<file path="config.mk">
export PLATFORM = sky130hd
export DESIGN_NAME = countdown_timer
export DESIGN_NICKNAME = d
export VERILOG_FILES = /design/src/rtl/timer_pkg.sv /design/src/rtl/tick_gen.sv /design/src/rtl/countdown_timer.sv
export SDC_FILE = /design/constraint.sdc
export NUM_CORES = 1
export LEC_CHECK = 0
export CAP_MARGIN = 20
export CORE_MARGIN = 2
export CORE_UTILIZATION = 30
export DETAILED_ROUTE_END_ITERATION = 10
export GPL_ROUTABILITY_DRIVEN = 0
export HOLD_SLACK_MARGIN = 0.15
export PLACE_DENSITY = 0.45
export SLEW_MARGIN = 20
export SYNTH_ARGS = -nofsm -noshare
export SYNTH_HDL_FRONTEND = slang
export SYNTH_SLANG_ARGS = --single-unit
</file>
<file path="constraint.sdc">
create_clock -name clk -period 3.7 [get_ports clk]
set_clock_uncertainty 0.2 [all_clocks]
set_input_delay 1.11 -clock clk [delete_from_list [all_inputs] [get_ports clk]]
set_output_delay 1.11 -clock clk [all_outputs]
set_load 0.01 [all_outputs]
</file>
<file path="src/rtl/timer_pkg.sv">
// Shared types and constants for the BCD countdown timer.
// No logic here; pure declarations and a clamp helper.
package timer_pkg;

    typedef enum logic [1:0] {
        ST_IDLE,
        ST_RUN,
        ST_PAUSE,
        ST_DONE
    } state_t;

    typedef logic [3:0] bcd_t;

    typedef struct packed {
        bcd_t cen;
        bcd_t dez;
        bcd_t uni;
        bcd_t dec;
    } digits_t;

    localparam bcd_t BCD_MAX          = 4'd9;
    localparam int   TICK_DIV_DEFAULT = 5000000;

    function automatic bcd_t bcd_clamp(input bcd_t d);
        return (d > BCD_MAX) ? BCD_MAX : d;
    endfunction

endpackage

</file>
<file path="src/rtl/tick_gen.sv">
// Purpose: prescaler counting 0..DIV-1 while enabled, one-cycle tick on wrap.
// Latency: tick is combinational from the registered count; count updates each enabled edge.
// Backpressure: none; en low holds the count, clr zeroes it and overrides en.
module tick_gen #(
    parameter int DIV = 4
) (
    input  logic clk,
    input  logic rst_n,
    input  logic en,
    input  logic clr,
    output logic tick
);

    localparam int W = (DIV > 1) ? $clog2(DIV) : 1;
    localparam logic [W-1:0] LAST = W'(DIV - 1);

    logic [W-1:0] cnt;

    assign tick = en && !clr && (cnt == LAST);

    always_ff @(posedge clk or negedge rst_n) begin
        if (!rst_n) begin
            cnt <= '0;
        end else if (clr) begin
            cnt <= '0;
        end else if (en) begin
            cnt <= (cnt == LAST) ? '0 : cnt + 1'b1;
        end
    end

endmodule

</file>
<file path="src/rtl/countdown_timer.sv">
// Purpose: four-digit BCD countdown with load/start/pause/clear commands, alarm and display blink.
// Latency: all outputs registered; a command is visible one cycle after its pulse.
// Backpressure: none; commands are single-cycle pulses, unsupported ones are dropped.
module countdown_timer
    import timer_pkg::*;
#(
    parameter int TICK_DIV    = TICK_DIV_DEFAULT,
    parameter int BLINK_TICKS = 5
) (
    input  logic       clk,
    input  logic       rst_n,
    input  logic       cmd_load,
    input  logic       cmd_start,
    input  logic       cmd_pause,
    input  logic       cmd_clear,
    input  logic [3:0] preset_cen,
    input  logic [3:0] preset_dez,
    input  logic [3:0] preset_uni,
    input  logic [3:0] preset_dec,
    output logic [3:0] centena,
    output logic [3:0] dezena,
    output logic [3:0] unidade,
    output logic [3:0] decimo,
    output logic       display_en,
    output logic       running,
    output logic       alarm,
    output logic       done_pulse
);

    localparam int BW = $clog2(BLINK_TICKS + 1);
    localparam logic [BW-1:0] BLINK_LAST = BW'(BLINK_TICKS - 1);

    state_t        state, state_nxt;
    digits_t       dig, dig_nxt, dig_dec, preset;
    logic          tick, presc_en, presc_clr, done_nxt;
    logic          is_zero, is_last;
    logic [BW-1:0] blink_cnt;

    assign preset  = {bcd_clamp(preset_cen), bcd_clamp(preset_dez),
                      bcd_clamp(preset_uni), bcd_clamp(preset_dec)};
    assign is_zero = (dig == '0);
    assign is_last = (dig.cen == '0) && (dig.dez == '0) && (dig.uni == '0) && (dig.dec == 4'd1);

    // The prescaler also runs in DONE so its ticks can pace the blink.
    assign presc_en = (state == ST_RUN) || (state == ST_DONE);

    tick_gen #(
        .DIV (TICK_DIV)
    ) u_tick_gen (
        .clk   (clk),
        .rst_n (rst_n),
        .en    (presc_en),
        .clr   (presc_clr),
        .tick  (tick)
    );

    always_comb begin
        dig_dec = dig;
        if (dig.dec != '0) begin
            dig_dec.dec = dig.dec - 4'd1;
        end else begin
            dig_dec.dec = BCD_MAX;
            if (dig.uni != '0) begin
                dig_dec.uni = dig.uni - 4'd1;
            end else begin
                dig_dec.uni = BCD_MAX;
                if (dig.dez != '0) begin
                    dig_dec.dez = dig.dez - 4'd1;
                end else begin
                    dig_dec.dez = BCD_MAX;
                    dig_dec.cen = dig.cen - 4'd1;
                end
            end
        end
    end

    always_comb begin
        state_nxt = state;
        dig_nxt   = dig;
        presc_clr = 1'b0;
        done_nxt  = 1'b0;
        if (cmd_clear) begin
            dig_nxt   = '0;
            presc_clr = 1'b1;
            state_nxt = ST_IDLE;
        end else if (cmd_load && (state != ST_RUN)) begin
            dig_nxt   = preset;
            presc_clr = 1'b1;
            state_nxt = ST_IDLE;
        end else if (cmd_start && ((state == ST_IDLE) || (state == ST_PAUSE))) begin
            if (!is_zero) begin
                state_nxt = ST_RUN;
                // Resuming from PAUSE keeps the elapsed prescaler cycles.
                presc_clr = (state == ST_IDLE);
            end
        end else if (state == ST_RUN) begin
            if (tick) begin
                if (is_last) begin
                    dig_nxt   = '0;
                    state_nxt = ST_DONE;
                    done_nxt  = 1'b1;
                end else begin
                    dig_nxt = dig_dec;
                end
            end
            if (cmd_pause && !(tick && is_last)) begin
                state_nxt = ST_PAUSE;
            end
        end
    end

    always_ff @(posedge clk or negedge rst_n) begin
        if (!rst_n) begin
            state      <= ST_IDLE;
            dig        <= '0;
            running    <= 1'b0;
            alarm      <= 1'b0;
            done_pulse <= 1'b0;
        end else begin
            state      <= state_nxt;
            dig        <= dig_nxt;
            running    <= (state_nxt == ST_RUN);
            alarm      <= (state_nxt == ST_DONE);
            done_pulse <= done_nxt;
        end
    end

    always_ff @(posedge clk or negedge rst_n) begin
        if (!rst_n) begin
            blink_cnt  <= '0;
            display_en <= 1'b1;
        end else if (state_nxt != ST_DONE) begin
            blink_cnt  <= '0;
            display_en <= 1'b1;
        end else if ((state == ST_DONE) && tick) begin
            if (blink_cnt == BLINK_LAST) begin
                blink_cnt  <= '0;
                display_en <= ~display_en;
            end else begin
                blink_cnt <= blink_cnt + 1'b1;
            end
        end
    end

    assign centena = dig.cen;
    assign dezena  = dig.dez;
    assign unidade = dig.uni;
    assign decimo  = dig.dec;

endmodule

</file>
Word-level counts from Yosys, hierarchy flattened:

Index checks and enable logic that the tools add are counted.

* input bits: 22
* logic and storage cells: 111
* bits in registers: 48
* output and inout port bits: 20

* equality and inequality tests: 14
* magnitude comparators: 4
* multiplexer cells: 43
* reduce and logical (&&, ||, !) cells: 32
* add/subtract/negate cells: 6
* bitwise logic cells: 1

Operators with widths (count)
* 16-bit two-way mux: 6
* 23-bit two-way mux: 3
* 4-bit two-way mux: 8
* 23-bit by 1-bit adder with 23-bit output, second input constant: 1
* 23-bit equality test, second input constant: 1
* 4-bit > comparator, second input constant: 4
* 16-bit zero test: 1
* 2-bit two-way mux: 8
* 4-bit by 1-bit subtractor with 4-bit output, second input constant: 4
* 1-bit two-way mux: 13
* 4-bit zero test: 3
* 12-bit two-way mux: 1
* 4-bit by 3-bit != test with 1-bit output, second input constant: 3
* 4-bit nonzero test: 3
* 1-bit logical AND: 10
* 3-bit two-way mux: 3
* 8-bit two-way mux: 1
* 2-bit equality test, second input constant: 3
* 6-bit AND reduction: 1
* 2-bit nonzero test: 3
* 3-bit nonzero test: 2
* 5-bit AND reduction: 1
* 2-bit by 1-bit equality test with 1-bit output, second input constant: 2
* 4-bit by 1-bit equality test with 1-bit output, second input constant: 1
* other kinds (12): 14

Logic depth before layout (Yosys ltp):

Gate-level depths: netlist of the first run.

* depth in word-level cells: 20
* gate-level depth with buffers: 10
* depth with buffers taken out: 8

Hierarchy:

A second synthesis of the first run with hierarchy kept.

* cells, all modules: 359
* area total of the unflattened synthesis: 3123.0 µm²

Modules (own cells, without submodules)
* countdown_timer: area each 1765.4 µm², cells each 198, times used 1, sequential area each 626.9 µm²
* tick_gen: area each 1357.6 µm², cells each 161, times used 1, sequential area each 575.6 µm²

Worst setup path before layout of the first run:

No wires, ideal clock.

* path type: input to register
* start: in cmd_clear
* end: reg u_tick_gen.cnt[18]
* path buffers: 3
* setup time: 0.078 ns
* required time: 3.422 ns
* path slack: 0.971 ns
* stages: 7
* data arrival time: 2.451 ns
* path through: clkbuf_1 -> nor2b_1 -> and2_1 -> clkbuf_1 -> clkbuf_1 -> a41oi_1 -> a21oi_1

* word-level cells in the longest chain between the ends: 2
* elaborated cells between the ends (all ways): 3
* classes of those cells: mux: 2; reduce/logical: 1

RTL lines
* from (decl): line countdown_timer.sv:15 `input logic cmd_clear,`
* 1-bit two-way mux *: line countdown_timer.sv:82 `if (cmd_clear) begin`
* 23-bit two-way mux or 2-bit nonzero test (tied branches)
* to (signal assigned): line tick_gen.sv:27 `cnt <= (cnt == LAST) ? '0 : cnt + 1'b1;`
* to (decl): line tick_gen.sv:17 `logic [W-1:0] cnt;`

Every way passes the cells marked *; elsewhere a longest branch is shown, timed or not.
A chain may end at the register's enable or synchronous reset.

Worst setup path after layout of the first run:

* start: in cmd_load
* end: reg dig (netlist bit dezena[0])

* word-level cells in the longest chain between the ends: 8
* elaborated cells between the ends (all ways): 14
* classes of those cells: eq/ne: 3; mux: 4; reduce/logical: 7

RTL lines
* from (decl): line countdown_timer.sv:12 `input logic cmd_load,`
* 1-bit logical AND *: line countdown_timer.sv:86 `end else if (cmd_load && (state != ST_RUN)) begin`
* 1-bit two-way mux: line countdown_timer.sv:86
* 1-bit two-way mux: line countdown_timer.sv:82
* 1-bit zero test: line tick_gen.sv:19 `assign tick = en && !clr && (cnt == LAST);`
* 1-bit logical AND (2 in series): line tick_gen.sv:19
* 3-bit nonzero test (no line)
* 5-bit AND reduction (no line)
* to (signal assigned): line countdown_timer.sv:121 `dig <= dig_nxt;`
* to (decl): line countdown_timer.sv:34 `digits_t dig, dig_nxt, dig_dec, preset;`

Marked as above.

==> metrics.md, run 1 <==
| Metric | Value |
|---|---|
| Hold Path Class | `register to register` |
| Die width | `108.8 µm` |
| Leakage power total | `1.580 nW` |
| WP data required | `~3.7 ns` |
| Achievable Freq | `0.3545 GHz` |
| CP max FO | `6` |
| Peak supply drop | `approximately 0.14 mV` |
| Worst-Skew Late Latency | `approximately 0.30 ns` |
| Routed len/inst | `~16 µm` |
| Mapped Nets | `between 300 and 400` |
| Post-Syn Area | `about 3300 µm²` |
| Vias in the first global route | `2,834` |
| Reg2reg start | `dezena[0]` |
| Filler instances | `approximately 1,100` |
| Multi-input gate area | `~1900 µm²` |
| Starting Density | `0.3054` |
| Min Tclk post-route | `roughly 2.8 ns` |
| Critical Path AT | `approximately 2.8 ns` |
| Drt pass-1 iters | `4` |
| PnR worst setup slack | `0.8795 ns` |
| Top Ports | `42` |
| Synthesis-to-layout area growth | `21.37%` |
| Int Power | `~0.00092 W` |
| Slew Viols, Final | `0` |
| Initial antenna violation count | `0` |
| Sw power | `just over 0.0004 W` |
| Relative slew margins | `0.5682` |
| Clock power share | `0.294` |
| PD cells | `332.3 nW/µm²` |
| PortBufs | `41` |
| Post-CTS setup repair buffer count | `0` |
| Clk buf depth | `2` |
| CTS tree | `built` |
| Largest net degree at the start of global routing | `24` |
| CP Class | `input port to register` |
| Core ar. | `about 11,000 µm²` |
| Top_reg_cell synth | `dfrtp_1` |
| RSZ-0062 raised after global routing | `no` |
| Yosys cell types | `66` |
| Detailed-route wire length | `approximately 8900 µm` |
| First-pass GRT wire length | `around 15,000 µm` |
| Share of layout cells above drive strength 1 | `0.1000` |
| Logic gate share of total power | `0.259` |
| Post-CTS Hold Fix Bufs | `0` |
| DRT antenna net count | `0` |
| TritonCTS sink count | `48` |
| DR vias | `approximately 3,000` |
| Outcome | `finished clean` |
| Number of synthesized flops with an enable pin | `0` |
| Hold wc startpoint | `u_tick_gen.cnt[4]` |
| Max cap viols | `0` |
| Final hold vios | `0` |
| Most frequent cells in the layout | `dfrtp_1 (47), clkdlybuf4s50_1 (40), nand2_1 (28), nor2_1 (24), inv_1 (21)` |
| CP Launch Type | `input port` |
| Syn. warnings | `0` |
| Setup TNS | `0 ns` |
| Post_cts resized | `0` |
| Post-Syn Area per Cell | `around 9.0 µm²` |
| Area after DPL | `around 3900 µm²` |
| CTS Buf Count | `5` |
| Asr flop ratio synth | `1.000` |
| #FFs+latches synth | `between 40 and 50` |
| CTS clock-pin slew for the worst setup and hold paths | `about 0.1 ns` |
| Switching share of power | `0.3091` |
| Grt total ovfl | `0` |
| GRT Util Overall | `0.1566` |
| Crit path launch | `cmd_load` |
| Final Net Count | `440` |
| Setup slack, reg-to-reg | `around 0.9 ns` |
| Via density | `~5.4` |
| Pre-CTS setup slack | `~0.55 ns` |
| Rows | `38` |
| Die height | `108.8 µm` |
| DRC viols | `0` |
| Storage element area | `~1200 µm²` |
| Total Die Area | `roughly 12,000 µm²` |
| Final setup violation count | `0` |
| Worst slew pin tran | `~0.65 ns` |
| Detailed Route Iter0 Violations | `160` |
| Root Buffer | `clkbuf_8` |
| Crit end category | `register` |
| Seq/Total Area, Yosys | `0.3648` |
| # diodes | `0` |
| HPWL Detailed | `6676 µm` |
| Final instance area | `around 4000 µm²` |
| Most common cell after layout, fill and taps aside | `dfrtp_1` |
| Synth Instances | `between 300 and 400` |
| Reg power frac | `0.447` |
| H-tree levels | `2` |
| Final worst-path cycle share | `0.7623` |
-- flip-flops by register name, indices dropped and copies added, names as in the netlist, 2 cells and up --
| name | flops |
|---|---|
| blink_cnt | 3 |
| centena | 4 |
| decimo | 4 |
| dezena | 4 |
| state | 2 |
| u_tick_gen.cnt | 23 |
| unidade | 4 |
-- through the flow --
step / instances / utilization / power, W / hold slack [ns]
2_1_floorplan: 366 / - / 0.0007973 / 0.2644
3_3_place_gp: 542 / 0.3607 / 0.0009527 / 0.2830
3_5_place_dp: 542 / 0.3607 / 0.0009515 / 0.2857
4_1_cts: 550 / 0.3706 / 0.001349 / 0.3004
5_1_grt: 550 / 0.3706 / 0.001411 / 0.3399
6_report: 550 / 0.3706 / 0.001329 / 0.3016
-- routing by layer --
layer  part of all wire  track usage  up-vias
met2               0.45       0.2420       53
met1               0.51       0.2321     1438
li1                   -            -     1460
met3              0.033      0.02271        4
met4             0.0073      0.03205        0
met5                  0            0        -
-- synth_stat cells, types with 2 or more instances --
| library cell | n | area share |
|---|---|---|
| and2_1 | 7 | 0.013 |
| a32o_1 | 2 | 0.0061 |
| nor4_1 | 5 | 0.0095 |
| a21o_1 | 2 | 0.0046 |
| nor2b_1 | 5 | 0.0095 |
| xor2_1 | 3 | 0.0080 |
| nor3b_2 | 3 | 0.011 |
| nand2b_1 | 4 | 0.0076 |
| a2111oi_4 | 2 | 0.017 |
| a21oi_1 | 15 | 0.023 |
| nor3_1 | 10 | 0.015 |
| nor4b_1 | 4 | 0.011 |
| and3_1 | 8 | 0.015 |
| mux2_1 | 3 | 0.010 |
| nor3b_1 | 6 | 0.014 |
| o31ai_1 | 2 | 0.0046 |
| dfrtp_1 | 47 | 0.36 |
| o32ai_1 | 2 | 0.0053 |
| nand4_1 | 9 | 0.017 |
| a41oi_1 | 4 | 0.011 |
| nand3b_1 | 6 | 0.014 |
| o21ai_0 | 5 | 0.0076 |
| buf_2 | 5 | 0.0076 |
| a22o_1 | 8 | 0.021 |
| o21bai_1 | 2 | 0.0046 |
| a31oi_1 | 14 | 0.027 |
| nand2_1 | 28 | 0.032 |
| clkbuf_1 | 11 | 0.013 |
| and4_1 | 4 | 0.011 |
| a311o_1 | 2 | 0.0061 |
| a31o_1 | 7 | 0.019 |
| a211oi_2 | 2 | 0.0076 |
| nand4_2 | 2 | 0.0076 |
| or2_2 | 2 | 0.0038 |
| nand3_1 | 19 | 0.029 |
| o21ai_1 | 9 | 0.014 |
| nor2_1 | 24 | 0.027 |
| nor4bb_1 | 3 | 0.0091 |
| a211oi_1 | 2 | 0.0046 |
| ha_1 | 9 | 0.034 |
| o22ai_1 | 3 | 0.0057 |
| mux2i_1 | 9 | 0.027 |
| o21a_1 | 3 | 0.0068 |
| buf_4 | 2 | 0.0046 |
| inv_1 | 21 | 0.024 |
-- final cells by class --
class / instances / share of cell area
Multi-Input combinational cell: 279 / 0.4833
Sequential cell: 48 / 0.3006
Tap cell: 140 / 0.04379
Timing Repair Buffer: 54 / 0.1257
Inverter: 21 / 0.01971
Clock inverter: 2 / 0.008758
Clock buffer: 6 / 0.01814
-- power by group through the flow --
| stage | sequential [W] | clock, W | combinational [W] |
|---|---|---|---|
| floorplan | 0.000605 | 0 | 0.000192 |
| global placement | 0.000605 | 0 | 0.000348 |
| detailed placement | 0.000605 | 0 | 0.000347 |
| CTS | 0.000594 | 0.000406 | 0.000349 |
| global route | 0.000600 | 0.000429 | 0.000382 |
| finish | 0.000594 | 0.000391 | 0.000344 |
-- cells by family after synthesis --
kind of cell,synth area share
and+or+nand+nor,0.2809
AOI/OAI and AO/OA,0.2198
DFF,0.3648
buffers and inverters,0.04859
muxes,0.04100
adders and majority gates,0.03417
xor gates and xnor gates,0.01063
-- final timing paths --
path / to / depth (start not counted)
max in group asynchronous: u_tick_gen.cnt[3] / 2
min: u_tick_gen.cnt[4] / 1
min in group asynchronous: blink_cnt[0] / 1
max: dezena[0] / 7
min reg2reg: u_tick_gen.cnt[4] / 1
max reg2reg: unidade[3] / 7
-- worst max-delay path, cell delays in order --
cell	delay, ns
clkdlybuf4s50_1	0.49
inv_1	0.14
o21ai_0	0.10
o21ai_1	0.42
buf_4	0.23
a211oi_1	0.04
mux2_1	0.29
No activity file was read; power rests on OpenSTA's default activity.
==> inputs of run 2 (changes only) <==
- PLACE_DENSITY: 0.45 -> 0.46
- clock period: 3.7 -> 2.28 ns (I/O delays scaled with it)
==> metrics.md, run 2 (synthesis gave the netlist of run 1 again) <==
| Metric | Value |
|---|---|
| Outcome | `complete, but fails checks (was finished clean)` |
| Failing checks | `negative setup slack` |
| Synthesis-to-layout area growth | `57.33% (was 21.37%)` |
| CP max stage cell | `dfrtp_1 (was clkdlybuf4s50_1)` |
| Peak supply drop | `0.2578 mV (was 0.1406 mV)` |
| DRC viols | `0 (unchanged)` |
| Top Ports | `42 (unchanged)` |
| Slew Viols, Final | `0 (unchanged)` |
| Core ar. | `10,790 µm² (unchanged)` |
| CTS Buf Count | `5 (unchanged)` |
| Final hold vios | `0 (unchanged)` |
| Achievable Freq | `between 0.4 and 0.5 GHz` |
| Detailed-route wire length | `10,610 µm (was 8904 µm)` |
| Most common cell after layout, fill and taps aside | `buf_4 (was dfrtp_1)` |
| Ordered cell list for the critical path | `inv_2 > ha_4 > nor3b_4 > nand4_4 > buf_6 > a211oi_4 > nand2b_4 > mux2_4 (was clkdlybuf4s50_1 > inv_1 > o21ai_0 > o21ai_1 > buf_4 > a211oi_1 > mux2_1)` |
| Most frequent cells in the layout | `buf_4 (118), dfrtp_1 (46), clkdlybuf4s50_1 (28), nand2_1 (27), nor2_1 (23) (was dfrtp_1 (47), clkdlybuf4s50_1 (40), nand2_1 (28), nor2_1 (24), inv_1 (21))` |
| First-pass GRT wire length | `17,120 µm (was 14,760 µm)` |
| Max cap viols | `0 (unchanged)` |
| Setup TNS | `-0.1032 ns (was 0 ns)` |
| # diodes | `0 (unchanged)` |
| DRT antenna net count | `0 (unchanged)` |
| Share of layout cells above drive strength 1 | `0.3586 (was 0.1000)` |
| Total power | `0.002552 W (was 0.001329 W)` |
| Max reg flops | `23 (unchanged)` |
| RSZ-0062 raised after global routing | `yes (was no)` |
| Area after DPL | `4697 µm² (was 3892 µm²)` |
| Worst-Skew Late Latency | `0.33 ns (was 0.30 ns)` |
| Vias in the first global route | `3,436 (was 2,834)` |
| PnR worst setup slack | `-0.04242 ns (was 0.8795 ns)` |
| Final instance area | `5185 µm² (was 4000 µm²)` |
| Final Net Count | `557 (was 440)` |
| PortBufs | `41 (unchanged)` |
| CP Class | `register to register (was input port to register)` |
| Final setup violation count | `7 (was 0)` |
| CTS tree | `built (unchanged)` |
| Drt pass-1 iters | `5 (was 4)` |
| CP max FO | `5 (was 6)` |
| Worst slew pin tran | `0.3968 ns (was 0.6477 ns)` |
| Crit end category | `register (unchanged)` |
| Routed len/inst | `15.91 µm (was 16.19 µm)` |
| Die width | `108.8 µm (unchanged)` |
| Final worst-path cycle share | `1.019` |
| HPWL Detailed | `7548 µm (was 6676 µm)` |
| Rows | `38 (unchanged)` |
| Clk buf depth | `2 (unchanged)` |
| Via density | `5.214 (was 5.373)` |
| Relative slew margins | `0.7330 (was 0.5682)` |
| GRT Util Overall | `0.1848 (was 0.1566)` |
| WP data required | `2.29 ns (was 3.69 ns)` |
| Total Die Area | `11,840 µm² (unchanged)` |
| Initial antenna violation count | `0 (unchanged)` |
| Detailed Route Iter0 Violations | `181 (was 160)` |
| CP Launch Type | `register (was input port)` |
| Filler instances | `1,075 (was 1,106)` |
| Min Tclk post-route | `around 2.3 ns` |
| PD cells | `492.3 nW/µm² (was 332.3 nW/µm²)` |
| DR vias | `3,478 (was 2,955)` |
| Root Buffer | `clkbuf_8 (unchanged)` |
| TritonCTS sink count | `48 (unchanged)` |
| Leakage power total | `2.362 nW (was 1.580 nW)` |
| Starting Density | `0.3054 (unchanged)` |
| CTS clock-pin slew for the worst setup and hold paths | `0.10 ns (about the same)` |
| Top reg by flops | `u_tick_gen.cnt (unchanged)` |
| Largest net degree at the start of global routing | `49 (was 24)` |
| Slowest cell delay on critical path | `0.41 ns (was 0.49 ns)` |
| H-tree levels | `2 (unchanged)` |
| Hold Path Class | `register to register (unchanged)` |
| Grt total ovfl | `0 (unchanged)` |
| Critical Path AT | `2.34 ns (was 2.81 ns)` |
| Die height | `108.8 µm (unchanged)` |
==> run 2: path summary, 6_finish.rpt <==
path / startpoint / end / slack, ns / cells past startpoint
max in group asynchronous: rst_n / display_en / 0.93 / 3
worst max register to register: centena[0] / unidade[3] / -0.04 / 8
min in group asynchronous: rst_n / blink_cnt[0] / 0.66 / 3
worst min-delay path: u_tick_gen.cnt[4] / u_tick_gen.cnt[4] / 0.32 / 1
worst max-delay path: centena[0] / unidade[3] / -0.04 / 8
worst min register to register: u_tick_gen.cnt[4] / u_tick_gen.cnt[4] / 0.32 / 1
==> run 2: final cells by class <==
cell class,count,area [µm²],share of cell area
repair buffers,171,1473,0.2840
flip-flops and latches,48,1204,0.2321
clock inverters,3,47.55,0.009170
inverters,21,78.83,0.01520
multi-input cells,279,2138,0.4124
clock buffers,5,68.82,0.01327
well taps,140,175.2,0.03378
==> run 2: critical path: cells and delay by family, from the launching register on <==
family	cells	cell delay [ns]
adder cells (fa/ha/maj)	1	0.15
AND/OR/NAND/NOR	3	0.68
multiplexers	1	0.29
buffers and inverters	2	0.27
flip-flops	1	0.41
AO/OA/AOI/OAI	1	0.22
==> run 2: stage by stage <==
| stage | util | setup slack, ns | instances | hold WS (ns) |
|---|---|---|---|---|
| floorplan | - | -0.02096 | 366 | 0.1884 |
| global placement | 0.4352 | -0.2636 | 638 | 0.3024 |
| detailed placement | 0.4352 | -0.2582 | 638 | 0.3070 |
| CTS | 0.4623 | -0.07733 | 660 | 0.3224 |
| global route | 0.4804 | -0.1334 | 667 | 0.3558 |
| finish | 0.4804 | -0.04242 | 667 | 0.3226 |
==> run 2: per-layer routing <==
layer  GRT usage  wire, µm  share of wire  up-vias
li1            -         -              -     1700
met1      0.2498      5029           0.47     1698
met2      0.3063      5060           0.48       70
met3     0.03048       399          0.038       10
met4     0.04853       123          0.012        0
met5           0         0              0        -
==> run 2: repair_timing <==
action                                 CTS  global route
hold buffers                             1             0
endpoints found under the hold margin   13             0
resized for setup                       23            32
pin swaps                               10            12
setup endpoints to repair               50            52
buffers inserted                        13             7
cloned                                   0             0
==> run 2: where the power goes <==
group / switching (W) / total (W) / internal (W)
logic: 0.000426 / 0.000958 / 0.000532
registers: 0.0000291 / 0.000924 / 0.000895
clock network: 0.000339 / 0.000670 / 0.000331
total: 0.000794 / 0.00255 / 0.00176
==> inputs of run 3 (changes only) <==
- DONT_BUFFER_PORTS: not set -> 1
- PLACE_DENSITY: 0.46 -> 0.4
- clock period: 2.28 -> 2.3 ns (I/O delays scaled with it)
==> metrics.md, run 3 (synthesis gave the netlist of run 1 again) <==
| Metric | Value |
|---|---|
| Int Power | `0.001509 W (was 0.001758 W)` |
| Multi-input gate area | `2126 µm² (was 2138 µm²)` |
| Die width | `108.8 µm (unchanged)` |
| Total Die Area | `11,840 µm² (unchanged)` |
| CP Launch Type | `register (unchanged)` |
| Relative slew margins | `0.7187 (was 0.7330)` |
| Share of layout cells above drive strength 1 | `0.3406 (was 0.3586)` |
| Storage element area | `1204 µm² (unchanged)` |
| Met1 Use GR | `0.2437 (was 0.2498)` |
| Filler instances | `1,071 (was 1,075)` |
| Most frequent cells in the layout | `buf_4 (97), dfrtp_1 (46), nand2_1 (28), nor2_1 (24), nand3_1 (19) (was buf_4 (118), dfrtp_1 (46), clkdlybuf4s50_1 (28), nand2_1 (27), nor2_1 (23))` |
| Starting Density | `0.3054 (unchanged)` |
| Min Tclk post-route | `2.338 ns (was 2.322 ns)` |
| Ordered cell list for the critical path | `inv_2 > ha_4 > nor3b_4 > nand4_4 > buf_4 > a211oi_4 > nand2b_4 > mux2_1 (was inv_2 > ha_4 > nor3b_4 > nand4_4 > buf_6 > a211oi_4 > nand2b_4 > mux2_4)` |
| Root Buffer | `clkbuf_8 (unchanged)` |
| Setup TNS | `-0.2173 ns (was -0.1032 ns)` |
| GR peak layer | `met2 (unchanged)` |
| Max reg flops | `23 (unchanged)` |
| Peak supply drop | `0.3039 mV (was 0.2578 mV)` |
| Top Ports | `42 (unchanged)` |
| # diodes | `0 (unchanged)` |
| Rows | `38 (unchanged)` |
| Top reg by flops | `u_tick_gen.cnt (unchanged)` |
| Switching share of power | `0.3219 (was 0.3111)` |
| PD cells | `490.4 nW/µm² (was 492.3 nW/µm²)` |
| DR vias | `3,166 (was 3,478)` |
| Final Net Count | `491 (was 557)` |
| Sw power | `0.0007165 W (was 0.0007941 W)` |
| Clk buf depth | `2 (unchanged)` |
| DRC viols | `0 (unchanged)` |
| Total power | `0.002226 W (was 0.002552 W)` |
| Initial antenna violation count | `0 (unchanged)` |
| PortBufs | `0 (was 41)` |
| HPWL Detailed | `7292 µm (was 7548 µm)` |
| CP max FO | `5 (unchanged)` |
| Hold path endpoint | `centena[1] (was u_tick_gen.cnt[4])` |
| WP data required | `2.30 ns (was 2.29 ns)` |
| Via density | `5.268 (was 5.214)` |
| Final setup violation count | `12 (was 7)` |
| Most common cell after layout, fill and taps aside | `buf_4 (unchanged)` |
| Vias in the first global route | `3,218 (was 3,436)` |
| Die height | `108.8 µm (unchanged)` |
| Detailed Route Iter0 Violations | `136 (was 181)` |
| Core ar. | `10,790 µm² (unchanged)` |
| Fin Hold WS | `0.2260 ns (was 0.3226 ns)` |
| GRT Util Overall | `0.1731 (was 0.1848)` |
| CP Class | `register to register (unchanged)` |
| Reg2reg start | `dezena[0] (was centena[0])` |
| Final hold vios | `0 (unchanged)` |
| Slew Viols, Final | `0 (unchanged)` |
| Grt total ovfl | `0 (unchanged)` |
| Routed len/inst | `16.88 µm (was 15.91 µm)` |
| Max cap viols | `0 (unchanged)` |
| Crit end category | `register (unchanged)` |
| First-pass GRT wire length | `15,970 µm (was 17,120 µm)` |
| Drt pass-1 iters | `4 (was 5)` |
| Outcome | `complete, but fails checks (unchanged)` |
| Logic gate share of total power | `0.330 (was 0.375)` |
| Hold wc startpoint | `cmd_clear (was u_tick_gen.cnt[4])` |
| TritonCTS sink count | `48 (unchanged)` |
| R2r worst-path depth | `8 (unchanged)` |
| CTS Buf Count | `5 (unchanged)` |
| RR Endpoint | `unidade[3] (unchanged)` |
| Detailed-route wire length | `10,150 µm (was 10,610 µm)` |
| Met2 Usage GRT | `0.2759 (was 0.3063)` |
| Clock power share | `0.250 (was 0.263)` |
| Slowest cell delay on critical path | `0.42 ns (was 0.41 ns)` |
| Worst-Skew Late Latency | `0.31 ns (was 0.33 ns)` |
| CP max stage cell | `dfrtp_2 (was dfrtp_1)` |
| Hold path cells | `1 (unchanged)` |
| Leakage power total | `1.937 nW (was 2.362 nW)` |
| Failing checks | `negative setup slack (unchanged)` |
| Reg power frac | `0.420 (was 0.362)` |
| PnR worst setup slack | `-0.03824 ns (was -0.04242 ns)` |
| Pre-CTS setup slack | `-0.08140 ns (was -0.2582 ns)` |
| Synthesis-to-layout area growth | `37.70% (was 57.33%)` |
| Hold Path Class | `input port to register (was register to register)` |
| Worst slew pin tran | `0.4220 ns (was 0.3968 ns)` |
| RSZ-0062 raised after global routing | `yes (unchanged)` |
| DRT antenna net count | `0 (unchanged)` |
| Met3 usage | `0.03108 (was 0.03048)` |
| CTS clock-pin slew for the worst setup and hold paths | `0.10 ns (about the same)` |
| Final worst-path cycle share | `1.017 (was 1.019)` |
| Critical Path AT | `2.34 ns (about the same)` |
| Achievable Freq | `0.4277 GHz (was 0.4306 GHz)` |
| Setup slack, reg-to-reg | `-0.04 ns (about the same)` |
| H-tree levels | `2 (unchanged)` |
| Largest net degree at the start of global routing | `49 (unchanged)` |
| CTS tree | `built (unchanged)` |
==> run 3: cell types whose count changed in the layout (fill, tap and decap cells not counted), moves of 4 or more <==
cell             delta
buf_4              -21
dlygate4sd2_1       -4
buf_6               -4
clkdlybuf4s50_1    -28
dlymetal6s2s_1      -7
==> run 3: metrics by stage <==
step / utilization / cell area, µm² / instances
after floorplan: - / 3332 / 366
after global placement: 0.3794 / 4095 / 574
after detailed placement: 0.3794 / 4095 / 574
after CTS: 0.3987 / 4303 / 591
after global routing: 0.4205 / 4538 / 601
final: 0.4205 / 4538 / 601
==> run 3: timing repair <==
action | 4_1_cts | 5_1_grt
endpoints found under the hold margin | 48 | 0
setup endpoints to repair | 9 | 45
hold buffers | 2 | 0
gates resized for setup | 9 | 27
setup buffers | 7 | 8
cloned | 0 | 2
pin swaps | 9 | 22
==> run 3: final cells by class <==
class	count	share of cell area
Inverter	21	0.01737
Sequential cell	48	0.2652
Multi-Input combinational cell	279	0.4684
Clock buffer	8	0.01985
Tap cell	140	0.03860
Timing Repair Buffer	105	0.1905
==> run 3: worst max-delay path, delay by kind of cell, from the launching register on <==
family          cells  cell delay, ns
compound gates      1            0.23
fa+ha+maj           1            0.13
buf+inv             2            0.26
flops               1            0.42
mux                 1            0.31
simple gates        3            0.67
==> run 3: per-layer routing <==
layer  wire length, µm  vias up
li1                  -     1570
met1              5059     1556
met2              4753       36
met3               264        4
met4                70        0
met5                 0        -
==> run 3: power by group through the flow <==
stage                     Clock (W)  Combinational (W)  Sequential (W)
final                      0.000557           0.000734        0.000934
after global routing       0.000614           0.000805        0.000940
after CTS                  0.000584           0.000668        0.000932
after detailed placement          0           0.000607        0.000947
after global placement            0           0.000605        0.000947
after floorplan                   0           0.000326        0.000980
==> run 3: how the worst max path moves through the flow <==
stage	from	to	slack [ns]
floorplan	dezena[0]	dezena[0]	-0.004
global placement	dezena[1]	centena[1]	-0.07
detailed placement	u_tick_gen.cnt[18]	centena[3]	-0.08
CTS	dezena[1]	centena[0]	0.001
global route	unidade[0]	u_tick_gen.cnt[9]	-0.18
finish	dezena[0]	unidade[3]	-0.04
